**src/rtl/dram_port_arbiter.sv**
```systemverilog
// Shares one DRAM port between a read-fetch stream and a posted-write FIFO.
// Round-robin arbitration with a read-after-write hazard check against buffered writes.
module dram_port_arbiter #(
  parameter int WB_DEPTH   = 4,
  parameter int RD_LATENCY = 1
) (
  input  logic        clk,
  input  logic        reset,
  input  logic        rd_req,
  input  logic [31:0] rd_addr,
  output logic        rd_gnt,
  output logic        rd_rvalid,
  output logic [31:0] rd_rdata,
  input  logic        wb_en,
  input  logic [31:0] wb_addr,
  input  logic [31:0] wb_data_in,
  output logic        wb_ready,
  output logic        ram_ena,
  output logic        ram_wea,
  output logic [31:0] ram_addr,
  output logic [31:0] ram_data_out,
  input  logic [31:0] ram_data_in,
  output logic        wb_empty,
  output logic        busy
);

  localparam int PTR_W = (WB_DEPTH > 1) ? $clog2(WB_DEPTH) : 1;
  localparam int CNT_W = $clog2(WB_DEPTH + 1);
  localparam logic [CNT_W-1:0] FULL_CNT = CNT_W'(WB_DEPTH);

  // Handshakes: a read transfers in any cycle with rd_req && rd_gnt (rd_addr held until then);
  // a write-back transfers in any cycle with wb_en && wb_ready.
  typedef enum logic {GNT_WRITE = 1'b0, GNT_READ = 1'b1} grant_e;

  grant_e              last_grant, last_grant_next;
  logic [31:0]         fifo_addr [WB_DEPTH];
  logic [31:0]         fifo_data [WB_DEPTH];
  logic [WB_DEPTH-1:0] entry_vld;
  logic [PTR_W-1:0]    wr_ptr, rd_ptr;
  logic [CNT_W-1:0]    count;
  logic [RD_LATENCY-1:0] vld_sr;

  logic full, empty, hazard, rd_elig, wr_elig;
  logic gnt_rd, gnt_wr, push, pop;

  assign full     = (count == FULL_CNT);
  assign empty    = (count == '0);
  assign wb_ready = reset && !full;
  assign wb_empty = empty;
  assign push     = wb_en && wb_ready;
  assign pop      = gnt_wr;

  // Only registered entries are compared, so a write pushed this cycle orders after a granted read.
  always_comb begin
    hazard = 1'b0;
    for (int i = 0; i < WB_DEPTH; i++) begin
      if (entry_vld[i] && (fifo_addr[i] == rd_addr)) hazard = 1'b1;
    end
  end

  assign rd_elig = rd_req && !hazard;
  assign wr_elig = !empty;

  // Arbitration state register
  always_ff @(posedge clk or negedge reset) begin
    if (!reset) last_grant <= GNT_WRITE;
    else        last_grant <= last_grant_next;
  end

  // Grant selection and next round-robin state
  always_comb begin
    gnt_rd          = 1'b0;
    gnt_wr          = 1'b0;
    last_grant_next = last_grant;
    if (reset) begin
      if (full) begin
        gnt_wr = 1'b1;
      end else if (rd_elig && wr_elig) begin
        if (last_grant == GNT_WRITE) gnt_rd = 1'b1;
        else                         gnt_wr = 1'b1;
      end else if (rd_elig) begin
        gnt_rd = 1'b1;
      end else if (wr_elig) begin
        gnt_wr = 1'b1;
      end
    end
    if (gnt_rd) last_grant_next = GNT_READ;
    if (gnt_wr) last_grant_next = GNT_WRITE;
  end

  // DRAM port drive
  always_comb begin
    rd_gnt       = gnt_rd;
    ram_ena      = 1'b0;
    ram_wea      = 1'b0;
    ram_addr     = '0;
    ram_data_out = '0;
    if (gnt_rd) begin
      ram_ena  = 1'b1;
      ram_addr = rd_addr;
    end else if (gnt_wr) begin
      ram_ena      = 1'b1;
      ram_wea      = 1'b1;
      ram_addr     = fifo_addr[rd_ptr];
      ram_data_out = fifo_data[rd_ptr];
    end
  end

  always_ff @(posedge clk) begin
    if (push) begin
      fifo_addr[wr_ptr] <= wb_addr;
      fifo_data[wr_ptr] <= wb_data_in;
    end
  end

  always_ff @(posedge clk or negedge reset) begin
    if (!reset) begin
      wr_ptr    <= '0;
      rd_ptr    <= '0;
      count     <= '0;
      entry_vld <= '0;
    end else begin
      if (pop) begin
        entry_vld[rd_ptr] <= 1'b0;
        rd_ptr            <= rd_ptr + PTR_W'(1);
      end
      if (push) begin
        entry_vld[wr_ptr] <= 1'b1;
        wr_ptr            <= wr_ptr + PTR_W'(1);
      end
      count <= count + CNT_W'(push) - CNT_W'(pop);
    end
  end

  always_ff @(posedge clk or negedge reset) begin
    if (!reset) vld_sr <= '0;
    else        vld_sr <= (vld_sr << 1) | RD_LATENCY'(gnt_rd);
  end

  assign rd_rvalid = vld_sr[RD_LATENCY-1];
  assign rd_rdata  = ram_data_in;
  assign busy      = !empty || (|vld_sr);

endmodule

```
**config.mk**
```make
export PLATFORM = sky130hd
export DESIGN_NAME = dram_port_arbiter
export DESIGN_NICKNAME = d
export VERILOG_FILES = /design/src/rtl/dram_port_arbiter.sv
export SDC_FILE = /design/constraint.sdc
export NUM_CORES = 1
export LEC_CHECK = 0
export ABC_AREA = 1
export CAP_MARGIN = 10
export CELL_PAD_IN_SITES_DETAIL_PLACEMENT = 0
export CELL_PAD_IN_SITES_GLOBAL_PLACEMENT = 1
export CORE_UTILIZATION = 45
export CTS_BUF_LIST = sky130_fd_sc_hd__clkbuf_2
export CTS_CLUSTER_DIAMETER = 120
export DETAILED_ROUTE_END_ITERATION = 10
export PLACE_DENSITY = 0.87
export SYNTH_ARGS = -nofsm -noshare
export SYNTH_HDL_FRONTEND = slang
export SYNTH_SLANG_ARGS = --single-unit
```
**constraint.sdc**
```tcl
create_clock -name clk -period 5.7 [get_ports clk]
set_input_delay 1.425 -clock clk [delete_from_list [all_inputs] [get_ports clk]]
set_output_delay 1.425 -clock clk [all_outputs]
set_load 0.02 [all_outputs]
```
### After elaboration in Yosys (flattened, before gate mapping)

Memories as Yosys holds them, arrays and structs flattened.
Cells that the tools add are included.

| operators by class | value |
|---|---|
| order comparisons | 4 |
| shift operators | 0 |
| divide/modulo/power cells | 0 |
| bitwise operators | 3 |
| reductions and logical operators | 16 |
| equal/unequal tests | 5 |
| $mul | 0 |
| $add $sub $neg | 4 |
| mux-type cells | 32 |

Operators by type and width:

| operator | count |
|---|---|
| $eq 32x32->1 | 4 |
| $mux 32 | 4 |
| $mux 1 | 24 |
| $logic_and 1x1->1 | 10 |
| $mux 4 | 2 |
| $lt 2x3->1 const B | 2 |
| $add 2x1->2 const B | 2 |
| $and 4x4->4 | 1 |
| $demux 1 s2 | 2 |
| $ge 2x1->1 const B | 2 |
| $not 4->4 | 1 |
| $or 4x4->4 | 1 |
| $add 3x1->3 | 1 |
| $eq 3x3->1 const B | 1 |
| $logic_not 1->1 | 3 |
| $logic_not 3->1 | 1 |
| $sub 3x1->3 | 1 |
| $reduce_bool 2->1 | 1 |
| $logic_or 1x1->1 | 1 |

| word-level totals | value |
|---|---|
| input port bits | 132 |
| logic and storage cells | 72 |
| output and inout port bits | 103 |
| memories kept | 2 |
| flip-flop bits (word level) | 13 |
| bits in latches | 0 |
| bits in writable memories | 256 |
| ROM bits | 0 |

Memories:

| name | words | bits a word | read ports | clocked after memory_dff | write ports | line | source |
|---|---|---|---|---|---|---|---|
| fifo_addr | 4 | 32 | 5 | 0 | 1 | 36 | `logic [31:0] fifo_addr [WB_DEPTH];` |
| fifo_data | 4 | 32 | 1 | 0 | 1 | 37 | `logic [31:0] fifo_data [WB_DEPTH];` |

### Longest topological paths before layout

Gate-level depths: netlist of the first run.

| logic depth | value |
|---|---|
| depth after elaboration | 15 |
| depth in mapped cells | 22 |
| depth with buffers taken out | 20 |

### Worst setup path after synthesis of the first run

OpenSTA, ideal clock, no wires.

| timing path | value |
|---|---|
| path type | input -> output |
| start | in rd_addr[12] |
| end | out ram_data_out[10] |
| data required time | 4.275 ns |
| stages on the path | 13 |
| data arrival time | 3.087 ns |
| path buffers | 2 |
| path slack | 1.188 ns |
| path through | buf_6 xor2_1 or2_0 nor2_1 nand2_1 nor2_1 nand3_1 nand3_2 nand2_2 nand2_4 nand2_2 buf_2 nor3_1 |

| between the ends | value |
|---|---|
| word-level cells in the longest chain between the ends | 14 |
| elaborated cells between the ends (all ways) | 25 |
| classes of those cells | 4 x eq/ne; 14 x mux; 7 x reduce/logical |

RTL lines:

| item | line | source |
|---|---|---|
| start, declared | 10 | `input logic [31:0] rd_addr,` |
| $eq 32x32->1 | 57 | `if (entry_vld[i] && (fifo_addr[i] == rd_addr)) hazard = 1'b1;` |
| $logic_and 1x1->1 | 57 |  |
| $mux 1 (3 in a row) | 57 |  |
| $mux 1 * | 57 |  |
| $logic_not 1->1 * | 61 | `assign rd_elig = rd_req && !hazard;` |
| $logic_and 1x1->1 * | 61 |  |
| $mux 1 / $logic_and 1x1->1 (equally long branches) | 81, 78 |  |
| $mux 1 | 78 | `end else if (rd_elig && wr_elig) begin` |
| $mux 1 | 76 | `if (full) begin` |
| $mux 1 | 75 | `if (reset) begin` |
| $mux 32 | 101 | `end else if (gnt_wr) begin` |
| $mux 32 * | 98 | `if (gnt_rd) begin` |
| end, declared | 21 | `output logic [31:0] ram_data_out,` |

Mark *: on every way between the ends. The rest lies on a longest branch, timed or not.

### Worst setup path in the final report of the first run

| timing path | value |
|---|---|
| start | in rd_addr[26] |
| end | out rd_gnt |

| between the ends | value |
|---|---|
| word-level cells in the longest chain between the ends | 12 |
| elaborated cells between the ends (all ways) | 19 |
| classes of those cells | 4 x eq/ne; 8 x mux; 7 x reduce/logical |

RTL lines:

| item | line | source |
|---|---|---|
| $eq 32x32->1 | 57 |  |
| $logic_and 1x1->1 | 57 |  |
| $mux 1 (3 in a row) | 57 |  |
| $mux 1 * | 57 |  |
| $logic_not 1->1 * | 61 |  |
| $logic_and 1x1->1 * | 61 |  |
| $mux 1 / $logic_and 1x1->1 (equally long branches) | 81, 78 |  |
| $mux 1 * | 78 |  |
| $mux 1 * | 76 |  |
| $mux 1 * | 75 |  |
| end, declared | 11 | `output logic rd_gnt,` |

Marks and branches as above.

==> flow_summary_export.csv, run 1 <==
group,metric,value,unit
logic_synthesis,synth.distinct_cells,29,
sta,slew_viol_final,0,
routing,wl_per_cell,19.36,um
worst_setup_path,r2r-end,"count[2]$_DFF_PN0_",
clock_network,numCtsBuffers,71,
cells_and_area,seq_area,0.008018,mm^2
hold_path,min-delay-start,"entry_vld[2]$_DFF_PN0_",
cells_and_area,drive_above_1_share,0.1653,
cells_and_area,fill_cells,2571,
logic_synthesis,synthArstFlopShare,0.04833,
sta,worstMarginPinSlew,0.9081,ns
global_route,grt_pass1_wl,59960,um
routing,routed_wl,39490,um
clock_network,cts.htree.levels,3,
logic_synthesis,synth_edf_count,256,
logic_synthesis,synthSimpleGateAreaFrac,0.1917,
sta,fin_crit,5.611,ns
global_route,grt_pass1_vias,10512,
logic_synthesis,yosys_warnings,0,
sta,finalHoldViolations,0,
clock_network,cts.repair.resized,46,
global_route,grt_max_degree,84,
logic_synthesis,synth_mux_area_frac,0,
worst_setup_path,crit_type,"in2out",
clock_network,clkSinkCount,269,
placement,placed_cells,1918,
routing,first_pass_iters,6,
clock_network,root_buffer,"clkbuf_2",
worst_setup_path,r2r-start,"fifo_addr[0][6]$_DFFE_PP_",
logic_synthesis,synth-compound-area-share,0.09470,
power,p_total,6.703,mW
worst_setup_path,cp.arrival,4.19,ns
die,initial_utilization,0.4585,
hold_path,min_path_type,"reg2reg",
hold_path,hold_depth,2,
logic_synthesis,synth_xor_area_frac,0.02130,
sta,tns,0,ns
worst_setup_path,ff2ff_path_depth,19,
clock_network,postCtsHoldBufs,0,
sta,finalClockSkew,0.06379,ns
die,die_x,173,um
die,coreArea,0.02870,mm^2
worst_setup_path,cp_max_fo,12,
logic_synthesis,synth_adder_area_share,0.01103,
logic_synthesis,netlist_instances,1361,
clock_network,cts.path.max_buffers,3,
placement,dpl_worst_slack,-0.2272,ns
die,die_area,0.02993,mm^2
sta,setup_ws,0.08880,ns
logic_synthesis,synthFlopType,"edfxtp_1",
power,p_leak,7.095,nW
cells_and_area,final_cell_count_no_fill,2040,
die,rows,62,
routing,ant_nets,0,
routing,drc,0,
cells_and_area,final_common_cell,"nand2_1",
cells_and_area,area_delta_synth_final,23.87,%
cells_and_area,fin_nets,1750,
worst_setup_path,crit_path_end_kind,"primary output",
status,status,"complete, no violations",
routing,drt_iter0_markers,931,
routing,vias,10666,
sta,setup_viol,0,
clock_network,clkLatencyLatePin,0.86,ns
cells_and_area,multi_input_area,0.004194,mm^2
cells_and_area,post-route-util,0.5679,
cells_and_area,final_cell_mix,"nand2_1 (376), edfxtp_1 (256), clkbuf_2 (114)",
hold_path,timing.hold.worst_endpoint,"entry_vld[2]$_DFF_PN0_",
worst_setup_path,crit_path_start_kind,"input pin",
placement,port_buffers,170,
worst_setup_path,worstPathRequired,4.28,ns
die,ioPinCount,235,
sta,finalCritPeriodShare,0.9844,
job,cap_violations,0,
sta,max_freq,0.1782,GHz
clock_network,post_cts_buffers,0,
logic_synthesis,ys_seq_area_frac,0.6089,
sta,rsz0062_at_grt,"yes",
placement,dp_hpwl,26890,um
logic_synthesis,synth_top_family_by_area,"simple AND/OR/NAND/NOR gates",
clock_network,cts_tree,"yes",
worst_setup_path,reg2reg_slack,2.43,ns
logic_synthesis,ys_seq_elements,269,
logic_synthesis,netlist_area,0.01316,mm^2
power,power.density,411.2,mW/mm^2
global_route,grt-ovfl-total,0,
placement,gp_congestion,0.9415,
global_route,grtUsageTotal,0.2644,
logic_synthesis,syn_avg_cell_area,9.669,um^2
global_route,antenna_found_initial,5,
sta,relSlewSlack,0.3946,
clock_network,clk_pin_slew,0.09,ns
power,max-vdd-ir-drop,0.2385,mV
logic_synthesis,syn_nets,1504,
die,fp.dieH,173,um
routing,vias_per_cell,5.228,
==> per-layer routing <==
layer	wire, um	part of all wire	track usage
met1	16230	0.41	0.3399
met2	19230	0.49	0.4368
met3	3121	0.079	0.06354
met4	874	0.022	0.09329
met5	30	0.00076	0
==> report_power, final <==
part | internal, mW | switching [mW] | total [mW] | leakage [nW]
Combinational | 0.941 | 1.73 | 2.67 | 4.11
Sequential | 2.42 | 0.178 | 2.60 | 2.48
Clock | 0.646 | 0.787 | 1.43 | 0.504
==> kinds of logic after synthesis <==
group	count (synthesis)
AND/OR/NAND/NOR	595
flip-flops	269
adder cells (fa/ha/maj)	11
buffers and inverters	212
XOR/XNOR	32
AO/OA/AOI/OAI	242
==> sequential cells by signal, summed over array words and instances, names as in the netlist <==
name and count:
last_grant 1, wr_ptr 2, fifo_addr 128, rd_ptr 2, rd_rvalid 1, entry_vld 4, fifo_data 128, count 3
==> stage by stage <==
step	hold WS, ns	area, um^2
after floorplan	0.4419	13160
after global placement	0.4921	15650
after detailed placement	0.4965	15650
after CTS	0.5176	16290
after global routing	0.5491	16300
final	0.5090	16300
==> worst max-delay path by stage <==
| stage | slack (ns) | end | start | depth (start not counted) |
|---|---|---|---|---|
| 6_report | 0.09 | rd_gnt | rd_addr[26] | 18 |
| 5_1_grt | -0.13 | rd_gnt | rd_addr[22] | 18 |
| 4_1_cts | 0.002 | ram_data_out[8] | rd_addr[22] | 18 |
| 3_5_place_dp | -0.23 | ram_addr[20] | rd_addr[1] | 17 |
| 3_3_place_gp | -0.25 | ram_addr[20] | rd_addr[1] | 17 |
| 2_1_floorplan | 1.19 | ram_data_out[10] | rd_addr[12] | 13 |
==> cell type report <==
type	instances	share of cell area
antenna	4	0.0006141
clock buffer	98	0.03009
clock inverter	20	0.01228
inverter	122	0.02825
multi-input combinational	880	0.2573
sequential	269	0.4919
tap	384	0.02948
timing repair buffer	263	0.1501
==> synth_stat cells (2+ instances only) <==
master / count / share of area
nand2_1: 376 / 0.11
edfxtp_1: 256 / 0.58
inv_1: 116 / 0.033
o21ai_0: 111 / 0.042
a21oi_1: 108 / 0.041
nor2_1: 100 / 0.029
nand3_1: 52 / 0.020
clkbuf_1: 43 / 0.012
buf_4: 32 / 0.018
nor3_2: 18 / 0.014
o22ai_1: 18 / 0.0086
xnor2_1: 18 / 0.012
nor3_1: 16 / 0.0061
or2_2: 16 / 0.0076
xor2_1: 14 / 0.0093
dfrtp_1: 13 / 0.025
nand4_1: 12 / 0.0057
ha_1: 10 / 0.0095
buf_1: 6 / 0.0017
inv_2: 6 / 0.0017
buf_2: 5 / 0.0019
buf_6: 4 / 0.0034
o211ai_1: 3 / 0.0017
nand2_2: 2 / 0.00095
o21a_1: 2 / 0.0011
==> critical path, stage by stage <==
cell             delay [ns]
clkdlybuf4s50_1        0.53
inv_2                  0.08
buf_4                  0.13
nand2_1                0.10
o21ai_0                0.10
nor2_1                 0.09
nand2_1                0.05
nor2_1                 0.17
nand3_1                0.13
nor2_1                 0.11
nor2_1                 0.06
nand3_2                0.07
inv_1                  0.04
nand2_1                0.15
buf_6                  0.20
inv_1                  0.08
buf_4                  0.14
clkdlybuf4s50_1        0.52
Power figures use the tool's default switching activity.
==> run 2, diff against run 1 <==
--- a/config.mk
+++ b/config.mk
@@ -13,6 +13,7 @@
 export CTS_BUF_LIST = sky130_fd_sc_hd__clkbuf_2
 export CTS_CLUSTER_DIAMETER = 120
 export DETAILED_ROUTE_END_ITERATION = 10
+export MAX_ROUTING_LAYER = met4
 export PLACE_DENSITY = 0.87
 export SYNTH_ARGS = -nofsm -noshare
 export SYNTH_HDL_FRONTEND = slang
==> run 2 against run 1 <==
Count of clock-buffer cells in the layout rose by 5. Non-clock buffer count rose by 1. Power fell by 0.60%. Via count fell by 0.33%. Critical path depth fell by 2.
==> flow_summary_export.csv, run 2 (synthesis gave the netlist of run 1 again) <==
group,metric,value,unit
placement,gp_congestion,1.016,
die,fp.dieH,173,um
clock_network,post_cts_buffers,0,
placement,placed_area,0.01563,mm^2
global_route,antenna_found_initial,1,
hold_path,min_path_type,"reg2reg",
placement,port_buffers,170,
worst_setup_path,cp_max_fo,12,
cells_and_area,final_cell_mix,"nand2_1 (376), edfxtp_1 (256), clkbuf_2 (114)",
global_route,grt_pass1_vias,10614,
sta,finalHoldViolations,0,
clock_network,cts.path.max_buffers,3,
worst_setup_path,ff2ff_path_depth,19,
status,status,"complete, no violations",
sta,setup_viol,0,
clock_network,numCtsBuffers,71,
global_route,met3_usage,0.06552,
cells_and_area,final_common_cell,"nand2_1",
die,die_x,173,um
worst_setup_path,reg2reg_slack,2.40,ns
clock_network,clkSinkCount,269,
sta,max_freq,0.1815,GHz
worst_setup_path,crit_path_start_kind,"input pin",
die,initial_utilization,0.4585,
power,p_leak,7.174,nW
cells_and_area,area_delta_synth_final,23.88,%
power,power.density,408.8,mW/mm^2
job,cap_violations,0,
global_route,grt_max_degree,96,
routing,drt_iter0_markers,992,
hold_path,timing.hold.worst_endpoint,"entry_vld[2]$_DFF_PN0_",
sta,slew_viol_final,0,
placement,dp_hpwl,27540,um
worst_setup_path,r2r-start,"fifo_addr[0][6]$_DFFE_PP_",
routing,vias,10631,
clock_network,root_buffer,"clkbuf_2",
sta,finalClockSkew,0.06843,ns
global_route,grt.met2_usage,0.4313,
sta,worstMarginPinSlew,1.062,ns
hold_path,min-delay-start,"entry_vld[2]$_DFF_PN0_",
sta,finalCritPeriodShare,0.9666,
die,coreArea,0.02870,mm^2
routing,first_pass_iters,5,
routing,wl_per_cell,19.56,um
routing,ant_nets,0,
clock_network,cts_tree,"yes",
power,max-vdd-ir-drop,0.2463,mV
worst_setup_path,crit_path_end_kind,"primary output",
sta,fin_crit,5.510,ns
global_route,grt_pass1_wl,60340,um
cells_and_area,final_cell_count_no_fill,2045,
worst_setup_path,worstPathRequired,4.28,ns
worst_setup_path,cp.arrival,4.08,ns
routing,drc,0,
cells_and_area,post-route-util,0.5679,
global_route,grt_use_met1,0.3457,
routing,routed_wl,39990,um
sta,rsz0062_at_grt,"no",
global_route,grtUsageTotal,0.2764,
cells_and_area,largestRegisters,"fifo_addr (128), fifo_data (128), entry_vld (4)",
die,ioPinCount,235,
placement,placed_cells,1919,
cells_and_area,drive_above_1_share,0.1627,
die,die_area,0.02993,mm^2
global_route,grt-busiest-layer,"met2",
worst_setup_path,r2r-end,"count[2]$_DFF_PN0_",
clock_network,cts.htree.levels,3,
die,rows,62,
routing,vias_per_cell,5.199,
cells_and_area,fin_nets,1751,
clock_network,clkLatencyLatePin,0.86,ns
hold_path,hold_depth,2,
worst_setup_path,crit_type,"in2out",
sta,relSlewSlack,0.2917,
clock_network,clk_pin_slew,0.09,ns
global_route,grt-ovfl-total,0,
cells_and_area,fin_area,0.01630,mm^2
[run 2: cell count changes in the layout (fill, tap and decap cells not counted), sizes merged, moves of 2 or more]
cell / delta
dlymetal6s2s: +7
diode: -3
bufinv: -2
clkinv: +2
dlygate4sd2: -2
[run 2: stage by stage]
step	TNS, ns	worst slack (ns)	hold slack, ns	power [mW]
after floorplan	0	1.188	0.4419	4.230
after global placement	-2.805	-0.2366	0.4734	5.383
after detailed placement	-2.202	-0.2876	0.4841	5.413
after CTS	0	0.001672	0.5064	6.731
after global routing	0	0.0006288	0.5233	7.052
final	0	0.1902	0.5027	6.663
[run 2: where the power goes]
| group | internal [mW] | switching [mW] |
|---|---|---|
| Clock | 0.579 | 0.813 |
| Sequential | 2.42 | 0.133 |
| Combinational | 0.940 | 1.78 |
| Total | 3.94 | 2.73 |
[run 2: critical path: stages]
cell and delay, ns:
clkdlybuf4s50_1 0.51, inv_1 0.08, or2_2 0.28, o211ai_1 0.11, nor2_1 0.07, buf_4 0.13, nand3_1 0.09, nor2_1 0.05
nor2_1 0.12, nand3_2 0.10, inv_1 0.07, nand2_1 0.11, buf_6 0.20, buf_4 0.18, o21ai_0 0.20, dlygate4sd1_1 0.34
[run 2: worst max-delay path by stage]
stage / start / end
2_1_floorplan: rd_addr[12] / ram_data_out[10]
3_3_place_gp: rd_addr[6] / ram_addr[8]
3_5_place_dp: rd_addr[6] / ram_addr[8]
4_1_cts: rd_addr[6] / ram_addr[29]
5_1_grt: rd_addr[6] / ram_addr[28]
6_report: rd_addr[6] / ram_addr[17]
[run 2: per-layer routing]
metal | up-vias | share of wire
li1 | 5096 | -
met1 | 4988 | 0.42
met2 | 456 | 0.47
met3 | 91 | 0.084
met4 | 0 | 0.033
met5 | - | 0
[run 2: what timing repair did]
action	CTS	global route
hold buffers	0	0
hold endpoints to repair	0	0
resized for setup	39	62
setup endpoints to repair	42	47
[run 2: final cells by class]
| class | instances | area, um^2 |
|---|---|---|
| fillers | 2562 | 12400 |
| flip-flops and latches | 269 | 8018 |
| multi-input cells | 880 | 4194 |
| repair buffers | 264 | 2475 |
| clock buffers | 103 | 515.5 |
| well taps | 384 | 480.5 |
| inverters | 122 | 460.4 |
| clock inverters | 22 | 155.1 |
| diodes | 1 | 2.502 |
==> run 3, diff against run 2 <==
--- a/config.mk
+++ b/config.mk
@@ -6,7 +6,6 @@
 export NUM_CORES = 1
 export LEC_CHECK = 0
 export ABC_AREA = 1
-export CAP_MARGIN = 10
 export CELL_PAD_IN_SITES_DETAIL_PLACEMENT = 0
 export CELL_PAD_IN_SITES_GLOBAL_PLACEMENT = 1
 export CORE_UTILIZATION = 45
==> results of run 3 <==
No change in the layout: final DEF, timing and power equal those of run 2.
